<file path="src/rtl/if_stage.sv">
// Instruction-fetch stage: owns the PC, addresses the combinational instruction memory and
// loads the IF/ID register. Optional perf counters are enabled by defining IF_PERF_CNT_EN.
module if_stage #(
    parameter logic [31:0] RESET_PC = 32'h0000_0000,
    parameter int          IMEM_AW  = 6,
    parameter logic [31:0] NOP_INST = 32'h0000_0033
) (
    input  logic               i_clk,
    input  logic               i_rst,
    input  logic               i_stall,
    input  logic               i_flush,
    input  logic               i_redirect_valid,
    input  logic [31:0]        i_redirect_pc,
    output logic [IMEM_AW-1:0] o_imem_addr,
    input  logic [31:0]        i_imem_data,
    output logic [31:0]        o_pc_out,
    output logic               o_ifid_valid,
    output logic [31:0]        o_ifid_pc,
    output logic [31:0]        o_ifid_pc_plus4,
`ifdef IF_PERF_CNT_EN
    output logic [31:0]        o_fetch_cnt,
    output logic [31:0]        o_bubble_cnt,
`endif
    output logic [31:0]        o_ifid_inst
);

    logic [31:0] r_pc;
    logic        r_ifid_valid;
    logic [31:0] r_ifid_pc;
    logic [31:0] r_ifid_pc_plus4;
    logic [31:0] r_ifid_inst;

    logic [31:0] w_pc_plus4;
    logic [31:0] w_redirect_target;
    logic        w_load_normal;
    logic        w_load_bubble;

    assign w_pc_plus4        = r_pc + 32'd4;
    assign w_redirect_target = {i_redirect_pc[31:2], 2'b00};

    // Redirect beats flush beats stall; a bubble is inserted on redirect or flush.
    assign w_load_bubble = i_redirect_valid | i_flush;
    assign w_load_normal = ~i_redirect_valid & ~i_flush & ~i_stall;

    assign o_imem_addr = r_pc[IMEM_AW+1:2];

    always_ff @(posedge i_clk or posedge i_rst) begin
        if (i_rst) begin
            r_pc <= RESET_PC;
        end else if (i_redirect_valid) begin
            r_pc <= w_redirect_target;
        end else if (!i_stall) begin
            r_pc <= w_pc_plus4;
        end
    end

    // Bubbles leave ifid_pc/ifid_pc_plus4 untouched; only valid and the word are cleared.
    always_ff @(posedge i_clk or posedge i_rst) begin
        if (i_rst) begin
            r_ifid_valid    <= 1'b0;
            r_ifid_pc       <= 32'd0;
            r_ifid_pc_plus4 <= 32'd0;
            r_ifid_inst     <= NOP_INST;
        end else if (w_load_bubble) begin
            r_ifid_valid    <= 1'b0;
            r_ifid_inst     <= NOP_INST;
        end else if (w_load_normal) begin
            r_ifid_valid    <= 1'b1;
            r_ifid_pc       <= r_pc;
            r_ifid_pc_plus4 <= w_pc_plus4;
            r_ifid_inst     <= i_imem_data;
        end
    end

`ifdef IF_PERF_CNT_EN
    logic [31:0] r_fetch_cnt;
    logic [31:0] r_bubble_cnt;

    always_ff @(posedge i_clk or posedge i_rst) begin
        if (i_rst) begin
            r_fetch_cnt  <= 32'd0;
            r_bubble_cnt <= 32'd0;
        end else begin
            if (w_load_normal && (r_fetch_cnt != 32'hFFFF_FFFF)) begin
                r_fetch_cnt <= r_fetch_cnt + 32'd1;
            end
            if (w_load_bubble && (r_bubble_cnt != 32'hFFFF_FFFF)) begin
                r_bubble_cnt <= r_bubble_cnt + 32'd1;
            end
        end
    end

    assign o_fetch_cnt  = r_fetch_cnt;
    assign o_bubble_cnt = r_bubble_cnt;
`endif

    assign o_pc_out        = r_pc;
    assign o_ifid_valid    = r_ifid_valid;
    assign o_ifid_pc       = r_ifid_pc;
    assign o_ifid_pc_plus4 = r_ifid_pc_plus4;
    assign o_ifid_inst     = r_ifid_inst;

endmodule
</file>
<file path="config.mk">
export PLATFORM = sky130hd
export DESIGN_NAME = if_stage
export DESIGN_NICKNAME = d
export VERILOG_FILES = /design/src/rtl/if_stage.sv
export SDC_FILE = /design/constraint.sdc
export NUM_CORES = 1
export LEC_CHECK = 0
export ABC_CLOCK_PERIOD_IN_PS = 5500
export CORE_UTILIZATION = 45
export DETAILED_ROUTE_END_ITERATION = 10
export PLACE_DENSITY = 0.8
export SLEW_MARGIN = 20
export SYNTH_ARGS = -nofsm -noshare
export SYNTH_HDL_FRONTEND = slang
export SYNTH_SLANG_ARGS = --single-unit
export TNS_END_PERCENT = 100
</file>
<file path="constraint.sdc">
create_clock -name i_clk -period 5.5 [get_ports i_clk]
set_input_delay 0.825 -clock i_clk [delete_from_list [all_inputs] [get_ports i_clk]]
set_output_delay 0.825 -clock i_clk [all_outputs]
set_load 0.02 [all_outputs]
</file>
# Yosys cells after proc, flatten, opt, wreduce, memory -nomap -nowiden
# Cells that the tools add are included.
word_totals:
  ff_bits: 129
  input_bits: 69
  out_inout_bits: 135
classes:
  addsub: 1
  n_eq_ne: 1
  n_mux: 6
  bitwise_logic: 7
  n_reduce_logical: 2
op_table:
  columns: ["cell", "n"]
  rows:
  - ["2-to-1 mux 32 bit", 4]
  - ["adder 32 x 3 -> 32 bit, second input constant", 1]
  - ["NOT 1 bit", 4]
  - ["bitwise AND 1 bit", 2]
  - ["2-to-1 mux 1 bit", 2]
  - ["inequality test 2 x 1 -> 1 bit, second input constant", 1]
  - ["AND reduction 2 bit", 1]
  - ["nonzero test 2 bit", 1]
  - ["OR 1 bit", 1]

# Logic depth before layout (Yosys ltp)
# Gate-level depths: netlist of the first run.
depth:
  depth_word: 5
  depth_mapped: 7

# Least setup slack after synthesis of the first run
# Ideal clock, no wire load.
synth_timing:
  path_type: "in2reg"
  start: "in i_redirect_valid"
  end: "reg r_ifid_pc[10], in the netlist o_ifid_pc[10]"
  setup_ps: 125
  t_arrival_ps: 2124
  t_required_ps: 5375
  slack_ps: 3252
  cell_stages: 5
  n_path_buf: 2
  cell_sequence: "clkbuf_1 or2_2 nor2_1 buf_2 mux2_2"
synth_via:
  elab_chain_cells: 4
synth_lines:
  columns: ["element", "line", "rtl"]
  rows:
  - ["from (decl)", "12", "input logic i_redirect_valid,"]
  - ["NOT 1 bit", "43", "assign w_load_normal = ~i_redirect_valid & ~i_flush & ~i_stall;"]
  - ["bitwise AND 1 bit (2 in a row)", "43", null]
  - ["AND reduction 2 bit (no source line) *", null, null]
  - ["to (signal assigned)", "69", "r_ifid_pc <= r_pc;"]
  - ["to (decl)", "29", "logic [31:0] r_ifid_pc;"]
# Every way passes the cells marked *; elsewhere a longest branch is shown, timed or not.
# A chain may end at the register's enable or synchronous reset.

# Worst setup path in the final report of the first run
layout_timing:
  start: "in i_flush"
  end: "reg r_ifid_pc[27], in the netlist o_ifid_pc[27]"
layout_via:
  elab_chain_cells: 4
layout_lines:
  columns: ["element", "line", "rtl"]
  rows:
  - ["from (decl)", "11", "input logic i_flush,"]
  - ["NOT 1 bit", "43", null]
  - ["bitwise AND 1 bit (2 in a row)", "43", null]
  - ["AND reduction 2 bit (no source line) *", null, null]
# Marked as above.

==> flow_metrics.tcl, run 1 <==
set metrics [dict create \
    cp.arrival_ns 3.36 \
    initial_utilization 0.469 \
    die_w_um 115 \
    maxCapViolCount 0 \
    final_min_period_ns 3.06 \
    area_growth_syn_to_layout_pct 44.8 \
    clock_tree_from_tritoncts "done" \
    setup_total_negative_slack_ns 0 \
    floorplan.die_area_mm2 0.0132 \
    cp_top_family "simple AND/OR/NAND/NOR gates" \
    post_cts.repair.setup_buffers 0 \
    synth.distinct_cells 36 \
    synth_cells 537 \
    grt_antenna_before_repair 0 \
    critical_path_buf_inv_count 2 \
    grt_overflow_total 0 \
    total_power_mw 2.94 \
    ir_worst_vdd_mv 0.194 \
    grt_setup_unrepaired "false" \
    cts_repair_resize_count 0 \
    critical_path_required_time_ns 5.80 \
    drt-initial-drc-count 278 \
    buffer_ports.inserted 195 \
    clock_skew_ns 0.00795 \
    maxSlewHeadroom 0.379 \
    worstSetupStartpointType "input port" \
    numCtsBuffers 17 \
    worstSetupEndpointType "flip-flop" \
    p_leak_nw 3.43 \
    postSynthAreaPerCell_um2 10.7 \
    cts-htree-levels 4 \
    netlist.top_cell.by_area "sky130_fd_sc_hd__dfrtp_1" \
    placed_instance_count 863 \
    vias 4588 \
    timing.final.max_slew_violations 0 \
    worst_skew_pair.late_latency_ns 0.42 \
    quantity_of_hold_fixing_buffers_added_after_cts 0 \
    finalHoldViolations 0 \
    drive_above_1_share 0.116 \
    nets 784 \
    ratio_of_final_minimum_period_to_clock_period 0.557 \
    finish.cell_count_without_fillers 895 \
    timing.fmax_mhz 326 \
    hold_slack_ns 0.504 \
    cts_root_buffer "sky130_fd_sc_hd__clkbuf_16" \
    timing.critical_path.cells "clkdlybuf4s50_1, or2_2, nor2_4, buf_12, mux2_2" \
    synth_top_area_share 0.520 \
    crit_path_max_fanout 52 \
    tightestPinTransition_ns 0.930 \
    wirelength_mm 14.8 \
    diodes_inserted 0 \
    timing.hold.worst.class "flip-flop to flip-flop" \
    synth_area_leaders "sky130_fd_sc_hd__dfrtp_1 52%, sky130_fd_sc_hd__mux2_2 6.3%, sky130_fd_sc_hd__mux2i_1 5.8%" \
    critical_path_class "input port to flip-flop" \
    critical-path-slowest-cell "sky130_fd_sc_hd__nor2_4" \
    status "finished, final reports clean" \
    global_route_wire_length_before_repair_mm 24.1 \
    gp_congestion 0.782 \
    grt_use_total 0.243 \
    synth.yosys.seq_area_share 0.538 \
    synth.cell_area_mm2 0.00573 \
    dp.final_hpwl_mm 10.2 \
    clkTransAtPathRegs_ns 0.05 \
    number_of_clock_sinks_seen_by_cts 123 \
    critPathMaxStageDelay_ns 0.79 \
    ctsLongestPathBuffers 2 \
    chipHeight_um 115 \
    finalSetupViolCount 0 \
    grt_pass1_vias 4618 \
    p_per_area_mw_per_mm2 354 \
    drc 0 \
    ys_ff_latch 123 \
    yosys_warnings 0 \
    rows 40 \
    fp.coreArea_mm2 0.0122 \
    via_per_inst 5.13 \
    grt_start_max_net_pins 89 \
    route.detailed.wl_per_inst_um 16.6 \
    antenna_left 0 \
    detailedRoute.firstPassIterationCount 4 \
    io_pins 204 \
]
stage by stage:
stage,worst slack [ns],cell area (µm²),util
3_3_place_gp,2.05,7710,0.632
3_5_place_dp,2.02,7710,0.632
4_1_cts,2.46,8300,0.679
2_1_floorplan,1.41,5750,-
6_report,2.44,8300,0.680
5_1_grt,2.27,8300,0.680
layer usage:
metal	global-route usage	wire, µm	up-vias
met5	0	0	-
met4	0.0970	269	0
met3	0.0965	1440	22
met2	0.379	7150	190
met1	0.302	5960	2238
li1	-	-	2138
final timing paths:
check	start	to	slack [ns]	depth (start not counted)
worst min register to register	o_ifid_pc[19]$_DFFE_PP0P_	o_ifid_pc[19]$_DFFE_PP0P_	0.50	1
max in group asynchronous	i_rst	o_pc_out[11]$_DFFE_PP0N_	3.58	3
worst max register to register	o_pc_out[4]$_DFFE_PP0N_	o_ifid_pc_plus4[29]$_DFFE_PP0P_	3.28	5
worst max-delay path	i_flush	o_ifid_pc[27]$_DFFE_PP0P_	2.44	5
min in group asynchronous	i_rst	o_ifid_inst[3]$_DFFE_PP0P_	0.95	2
worst min-delay path	o_ifid_pc[19]$_DFFE_PP0P_	o_ifid_pc[19]$_DFFE_PP0P_	0.50	1
power by group:
part | total (mW) | internal [mW] | switching, mW
clock | 1.10 | 0.711 | 0.387
sequential | 1.13 | 1.03 | 0.105
combinational | 0.706 | 0.358 | 0.348
total | 2.94 | 2.10 | 0.840
cells by family after synthesis:
| kind of cell | after synthesis | share of synthesized area |
|---|---|---|
| AND/OR/NAND/NOR | 180 | 0.154 |
| flip-flops | 123 | 0.538 |
| multiplexers | 65 | 0.120 |
| AO/OA/AOI/OAI | 59 | 0.0522 |
| XOR/XNOR | 57 | 0.0871 |
| buffers and inverters | 51 | 0.0454 |
| adder cells (fa/ha/maj) | 1 | 0.00218 |
| other | 1 | 0.000654 |
cell usage in the layout (no fill, tap or decap), types with 2 or more instances in the layout:
master / instances
sky130_fd_sc_hd__nor4_1: 2
sky130_fd_sc_hd__mux2i_1: 33
sky130_fd_sc_hd__nand4b_1: 3
sky130_fd_sc_hd__dfrtp_1: 119
sky130_fd_sc_hd__o21ai_1: 6
sky130_fd_sc_hd__mux2_2: 32
sky130_fd_sc_hd__nand2_1: 46
sky130_fd_sc_hd__nor3_2: 3
sky130_fd_sc_hd__clkdlybuf4s50_1: 193
sky130_fd_sc_hd__nor3_1: 7
sky130_fd_sc_hd__and4_1: 2
sky130_fd_sc_hd__buf_2: 2
sky130_fd_sc_hd__nor2_1: 71
sky130_fd_sc_hd__buf_4: 3
sky130_fd_sc_hd__clkbuf_8: 4
sky130_fd_sc_hd__xor2_1: 29
sky130_fd_sc_hd__nand4_1: 11
sky130_fd_sc_hd__and2_1: 3
sky130_fd_sc_hd__nand3_1: 17
sky130_fd_sc_hd__dfstp_2: 4
sky130_fd_sc_hd__inv_1: 4
sky130_fd_sc_hd__a21oi_1: 29
sky130_fd_sc_hd__o21ai_0: 23
sky130_fd_sc_hd__xnor2_1: 28
sky130_fd_sc_hd__clkbuf_16: 17
sky130_fd_sc_hd__and3_1: 4
sky130_fd_sc_hd__nand4_4: 2
sky130_fd_sc_hd__clkbuf_1: 4
sky130_fd_sc_hd__clkinv_2: 4
sky130_fd_sc_hd__conb_1: 6
sky130_fd_sc_hd__bufinv_16: 2
sky130_fd_sc_hd__or2_2: 3
final cells by class:
class | count | area, µm²
Inverter | 5 | 23.8
Fill cell | 954 | 3910
Clock inverter | 7 | 87.6
Multi-Input combinational cell | 368 | 2410
Sequential cell | 123 | 3080
Clock buffer | 25 | 495
Timing Repair Buffer | 199 | 1980
Tap cell | 168 | 210
state kept, by name, indices dropped and copies added (netlist names):
name and cells:
o_ifid_pc 30, o_ifid_valid 1, o_pc_out 30, o_ifid_pc_plus4 30, o_ifid_inst 32
synthesized netlist by cell type (all sizes together):
master / n
and2: 3
mux2i: 33
dfstp: 4
xor2: 29
nand3: 18
nor4: 3
ha: 1
nor3: 11
buf: 29
nand4b: 3
a21oi: 30
and4: 2
dfrtp: 119
mux2: 32
conb: 1
nand4: 13
nor2b: 1
nor2: 72
and3: 4
o21ai: 29
xnor2: 28
clkbuf: 17
or3: 1
nand2: 46
or2: 3
inv: 5
(Power assumes the default switching activity.)
==> run 2: changes to the inputs <==
--- a/config.mk
+++ b/config.mk
@@ -5,7 +5,7 @@
 export SDC_FILE = /design/constraint.sdc
 export NUM_CORES = 1
 export LEC_CHECK = 0
-export ABC_CLOCK_PERIOD_IN_PS = 5500
+export ABC_CLOCK_PERIOD_IN_PS = 3200
 export CORE_UTILIZATION = 45
 export DETAILED_ROUTE_END_ITERATION = 10
 export PLACE_DENSITY = 0.8
==> constraint.sdc (replaced) <==
create_clock -name i_clk -period 3.2 [get_ports i_clk]
set_input_delay 0.48 -clock i_clk [delete_from_list [all_inputs] [get_ports i_clk]]
set_output_delay 0.48 -clock i_clk [all_outputs]
set_load 0.02 [all_outputs]
==> flow_metrics.tcl, run 2 (synthesized netlist as in run 1, its figures left out) <==
set metrics [dict create \
    floorplan.die_area_mm2 0.0132 \
    final_min_period_ns 2.30 \
    diodes_inserted 0 \
    buffer_ports.inserted 195 \
    grt_antenna_before_repair 0 \
    tightestPinTransition_ns 0.747 \
    finish.cell_count_without_fillers 896 \
    drt-initial-drc-count 219 \
    gr-max-usage-layer "met2" \
    antenna_left 0 \
    nets 786 \
    via_per_inst 5.05 \
    numCtsBuffers 17 \
    cts-htree-levels 4 \
    quantity_of_hold_fixing_buffers_added_after_cts 0 \
    post-route-util 0.686 \
    grt_overflow_total 0 \
    drive_above_1_share 0.122 \
    gp_congestion 0.796 \
    cts_repair_resize_count 0 \
    fraction_of_met2_tracks_used_by_global_routing 0.378 \
    worst_skew_pair.late_latency_ns 0.41 \
    worstSetupStartpointType "input port" \
    worstReg2RegStart "o_pc_out[2]$_DFFE_PP0N_" \
    clock_tree_from_tritoncts "done" \
    layout_commonest_cell "sky130_fd_sc_hd__clkdlybuf4s50_1" \
    post_cts.repair.setup_buffers 0 \
    detailedRoute.firstPassIterationCount 4 \
    timing.fmax_mhz 435 \
    nFillCells 956 \
    crit_path_max_fanout 58 \
    number_of_clock_sinks_seen_by_cts 123 \
    ctsLongestPathBuffers 2 \
    ratio_of_final_minimum_period_to_clock_period 0.718 \
    ir_worst_vdd_mv 0.316 \
    maxSlewHeadroom 0.498 \
    use_met3 0.0891 \
    cp.arrival_ns 2.59 \
    timing.final.ws_setup_ns 0.901 \
    critical_path_class "input port to flip-flop" \
    status "finished, final reports clean" \
    initial_utilization 0.469 \
    setup_total_negative_slack_ns 0 \
    most-common-layout-cells "193 x sky130_fd_sc_hd__clkdlybuf4s50_1, 119 x sky130_fd_sc_hd__dfrtp_1, 71 x sky130_fd_sc_hd__nor2_1" \
    grt_setup_unrepaired "false" \
    timing.hold.worst.class "flip-flop to flip-flop" \
    area_growth_syn_to_layout_pct 46.3 \
    clock_skew_ns 0.00742 \
    wirelength_mm 14.8 \
    grt_use_total 0.236 \
    cts_root_buffer "sky130_fd_sc_hd__clkbuf_16" \
    p_leak_nw 3.47 \
    route.detailed.wl_per_inst_um 16.5 \
    dp.final_hpwl_mm 10.2 \
    drc 0 \
    rows 40 \
    global_route_wire_length_before_repair_mm 23.7 \
    finalHoldViolations 0 \
    dpl_cell_area_mm2 0.00774 \
    chipHeight_um 115 \
    fin_area_mm2 0.00838 \
    crit_start "i_flush" \
    post-place-ws_ns 0.471 \
    worstSetupEndpointType "flip-flop" \
    grt_start_max_net_pins 124 \
    largest_reg_flops 32 \
    io_pins 204 \
    vias 4522 \
    worstHoldStart "o_ifid_pc[17]$_DFFE_PP0P_" \
    grt_pass1_vias 4659 \
    maxCapViolCount 0 \
    critical_path_required_time_ns 3.49 \
    clkTransAtPathRegs_ns 0.05 \
    placed_instance_count 865 \
    die_w_um 115 \
    timing.final.max_slew_violations 0 \
    fp.coreArea_mm2 0.0122 \
    p_per_area_mw_per_mm2 619 \
    met1_use_gr 0.284 \
    finalSetupViolCount 0 \
]
-- run 2: cell count changes in the layout (fill, tap and decap cells not counted), sizes merged --
| cell | before | now |
|---|---|---|
| buf | 6 | 8 |
| clkinv | 4 | 3 |
| inv | 5 | 4 |
| bufinv | 2 | 3 |
-- run 2: path summary, 6_finish.rpt --
check | to | slack (ns) | cells past startpoint
max in group asynchronous | o_ifid_pc[13]$_DFFE_PP0P_ | 2.03 | 3
worst min-delay path | o_ifid_pc[17]$_DFFE_PP0P_ | 0.50 | 1
worst min register to register | o_ifid_pc[17]$_DFFE_PP0P_ | 0.50 | 1
worst max-delay path | o_ifid_pc[19]$_DFFE_PP0P_ | 0.90 | 5
worst max register to register | o_pc_out[28]$_DFFE_PP0N_ | 0.93 | 6
min in group asynchronous | o_ifid_pc[5]$_DFFE_PP0P_ | 0.56 | 3
-- run 2: cell type report --
| class | instances | area (µm²) | share of cell area |
|---|---|---|---|
| Tap cell | 168 | 210 | 0.0251 |
| Multi-Input combinational cell | 368 | 2410 | 0.288 |
| Clock inverter | 6 | 105 | 0.0125 |
| Sequential cell | 123 | 3080 | 0.368 |
| Timing Repair Buffer | 201 | 2010 | 0.240 |
| Inverter | 5 | 22.5 | 0.00269 |
| Clock buffer | 25 | 536 | 0.0639 |
-- run 2: critical path, cell delays in order --
cell and delay, ns:
sky130_fd_sc_hd__clkdlybuf4s50_1 0.41, sky130_fd_sc_hd__or2_2 0.55, sky130_fd_sc_hd__nor2_4 0.42, sky130_fd_sc_hd__buf_12 0.32, sky130_fd_sc_hd__mux2_2 0.38
-- run 2: per-layer routing --
metal	vias to the layer above	routed length, µm
met4	0	265
met1	2189	6210
li1	2145	-
met3	19	1240
met5	-	0
met2	169	7080
-- run 2: power breakdown --
group	switching, mW	internal (mW)	total, mW	leakage (nW)
Combinational	0.595	0.619	1.21	1.64
Clock	0.642	1.38	2.02	0.321
Sequential	0.183	1.77	1.95	1.51
Total	1.42	3.77	5.19	3.47
-- run 2: per-stage QoR --
stage	hold slack (ns)	power (mW)
after detailed placement	0.494	3.19
final	0.503	5.19
after floorplan	0.577	2.58
after global placement	0.489	3.16
after CTS	0.506	5.24
after global routing	0.509	5.40
==> run 3: changes to the inputs <==
--- a/config.mk
+++ b/config.mk
@@ -5,7 +5,7 @@
 export SDC_FILE = /design/constraint.sdc
 export NUM_CORES = 1
 export LEC_CHECK = 0
-export ABC_CLOCK_PERIOD_IN_PS = 3200
+export ABC_CLOCK_PERIOD_IN_PS = 2300
 export CORE_UTILIZATION = 45
 export DETAILED_ROUTE_END_ITERATION = 10
 export PLACE_DENSITY = 0.8
==> constraint.sdc (replaced) <==
create_clock -name i_clk -period 2.3 [get_ports i_clk]
set_input_delay 0.345 -clock i_clk [delete_from_list [all_inputs] [get_ports i_clk]]
set_output_delay 0.345 -clock i_clk [all_outputs]
set_load 0.02 [all_outputs]
==> flow_metrics.tcl, run 3 (synthesized netlist as in run 1, its figures left out) <==
set metrics [dict create \
    grt_pass1_vias 4752 \
    fraction_of_met2_tracks_used_by_global_routing 0.388 \
    cts_root_buffer "sky130_fd_sc_hd__clkbuf_16" \
    die_w_um 115 \
    gr-max-usage-layer "met2" \
    met1_use_gr 0.299 \
    grt_use_total 0.242 \
    chipHeight_um 115 \
    buffer_ports.inserted 195 \
    maxCapViolCount 0 \
    status "finished, final reports clean" \
    setup_total_negative_slack_ns 0 \
    drive_above_1_share 0.133 \
    ratio_of_final_minimum_period_to_clock_period 0.890 \
    grt_antenna_before_repair 0 \
    placed_instance_count 873 \
    number_of_clock_sinks_seen_by_cts 123 \
    global_route_wire_length_before_repair_mm 24.3 \
    io_pins 204 \
    finalSetupViolCount 0 \
    quantity_of_hold_fixing_buffers_added_after_cts 0 \
    critical_path_required_time_ns 1.96 \
    layout_commonest_cell "sky130_fd_sc_hd__clkdlybuf4s50_1" \
    clock_skew_ns 0.00568 \
    timing.critical_path.cells "clkdlybuf4s50_1" \
    grt_setup_unrepaired "false" \
    area_growth_syn_to_layout_pct 47.6 \
    wirelength_mm 14.9 \
    ir_worst_vdd_mv 0.390 \
    nets 794 \
    fp.coreArea_mm2 0.0122 \
    p_per_area_mw_per_mm2 861 \
    post-place-ws_ns 0.268 \
    dp.final_hpwl_mm 10.2 \
    tightestPinTransition_ns 0.656 \
    worstSetupEndpointType "primary output" \
    route.detailed.wl_per_inst_um 16.4 \
    post_cts.repair.setup_buffers 0 \
    grt_start_max_net_pins 124 \
    critical_path_buf_inv_count 1 \
    antenna_left 0 \
    maxSlewHeadroom 0.562 \
    gp_congestion 0.822 \
    crit_path_max_fanout 9 \
    finish.cell_count_without_fillers 905 \
    cp_top_family "buffers and inverters" \
    clock_tree_from_tritoncts "done" \
    timing.final.max_slew_violations 0 \
    final_min_period_ns 2.05 \
    timing.fmax_mhz 488 \
    initial_utilization 0.469 \
    clkTransAtPathRegs_ns 0.05 \
    largest_reg_flops 32 \
    use_met3 0.0875 \
    critical-path-slowest-cell "sky130_fd_sc_hd__clkdlybuf4s50_1" \
    finalHoldViolations 0 \
    nFillCells 912 \
    timing.hold.worst.class "input port to asynchronous set/reset pin" \
    diodes_inserted 0 \
    ctsLongestPathBuffers 2 \
    drt-initial-drc-count 270 \
    via_per_inst 5.06 \
    rows 40 \
    most-common-layout-cells "193 x sky130_fd_sc_hd__clkdlybuf4s50_1, 119 x sky130_fd_sc_hd__dfrtp_1, 71 x sky130_fd_sc_hd__nor2_1" \
    cts-htree-levels 4 \
    p_leak_nw 3.50 \
    timing.final.ws_setup_ns 0.252 \
    worst_skew_pair.late_latency_ns 0.42 \
    worstSetupStartpointType "flip-flop" \
    floorplan.die_area_mm2 0.0132 \
    numCtsBuffers 17 \
    r2r_cells 5 \
    timing.critical_path.depth 1 \
    cp.arrival_ns 1.70 \
    hold_slack_ns 0.470 \
    vias 4578 \
    drc 0 \
    critical_path_class "flip-flop to primary output" \
    critPathMaxStageDelay_ns 0.69 \
    grt_overflow_total 0 \
    cts_repair_resize_count 0 \
    detailedRoute.firstPassIterationCount 4 \
]
run 3: path summary, 6_finish.rpt:
check	from	to	slack, ns
worst min register to register	o_ifid_pc[12]$_DFFE_PP0P_	o_ifid_pc[12]$_DFFE_PP0P_	0.50
worst max register to register	o_pc_out[5]$_DFFE_PP0N_	o_ifid_pc_plus4[28]$_DFFE_PP0P_	0.29
min in group i_clk	i_redirect_pc[25]	o_pc_out[25]$_DFFE_PP0N_	0.49
max in group asynchronous	i_rst	o_ifid_pc[14]$_DFFE_PP0P_	1.32
worst min-delay path	i_rst	o_ifid_inst[29]$_DFFE_PP0P_	0.47
worst max-delay path	o_pc_out[4]$_DFFE_PP0N_	o_imem_addr[2]	0.25
run 3: cell type report:
cell class	count	area, µm²	share of cell area
Inverter	5	22.5	0.00266
Sequential cell	123	3080	0.364
Clock inverter	11	165	0.0195
Clock buffer	21	480	0.0568
Multi-Input combinational cell	368	2410	0.285
Tap cell	168	210	0.0248
Timing Repair Buffer	209	2080	0.246
run 3: where the power goes:
group          internal [mW]  total, mW  switching, mW
clock network           1.92       2.87          0.950
registers               2.46       2.70          0.244
logic                  0.872       1.71          0.842
total                   5.25       7.29           2.04
run 3: through the flow:
step	area, µm²	util	total power, mW
final	8460	0.693	7.29
after global routing	8460	0.693	7.59
after CTS	8460	0.693	7.35
after detailed placement	7820	0.640	4.45
after global placement	7820	0.640	4.41
after floorplan	5750	-	3.58
run 3: metal layers:
metal	wire length (µm)	part of all wire
met1	6100	0.41
met2	7110	0.48
met3	1330	0.089
met4	312	0.021
met5	0	0
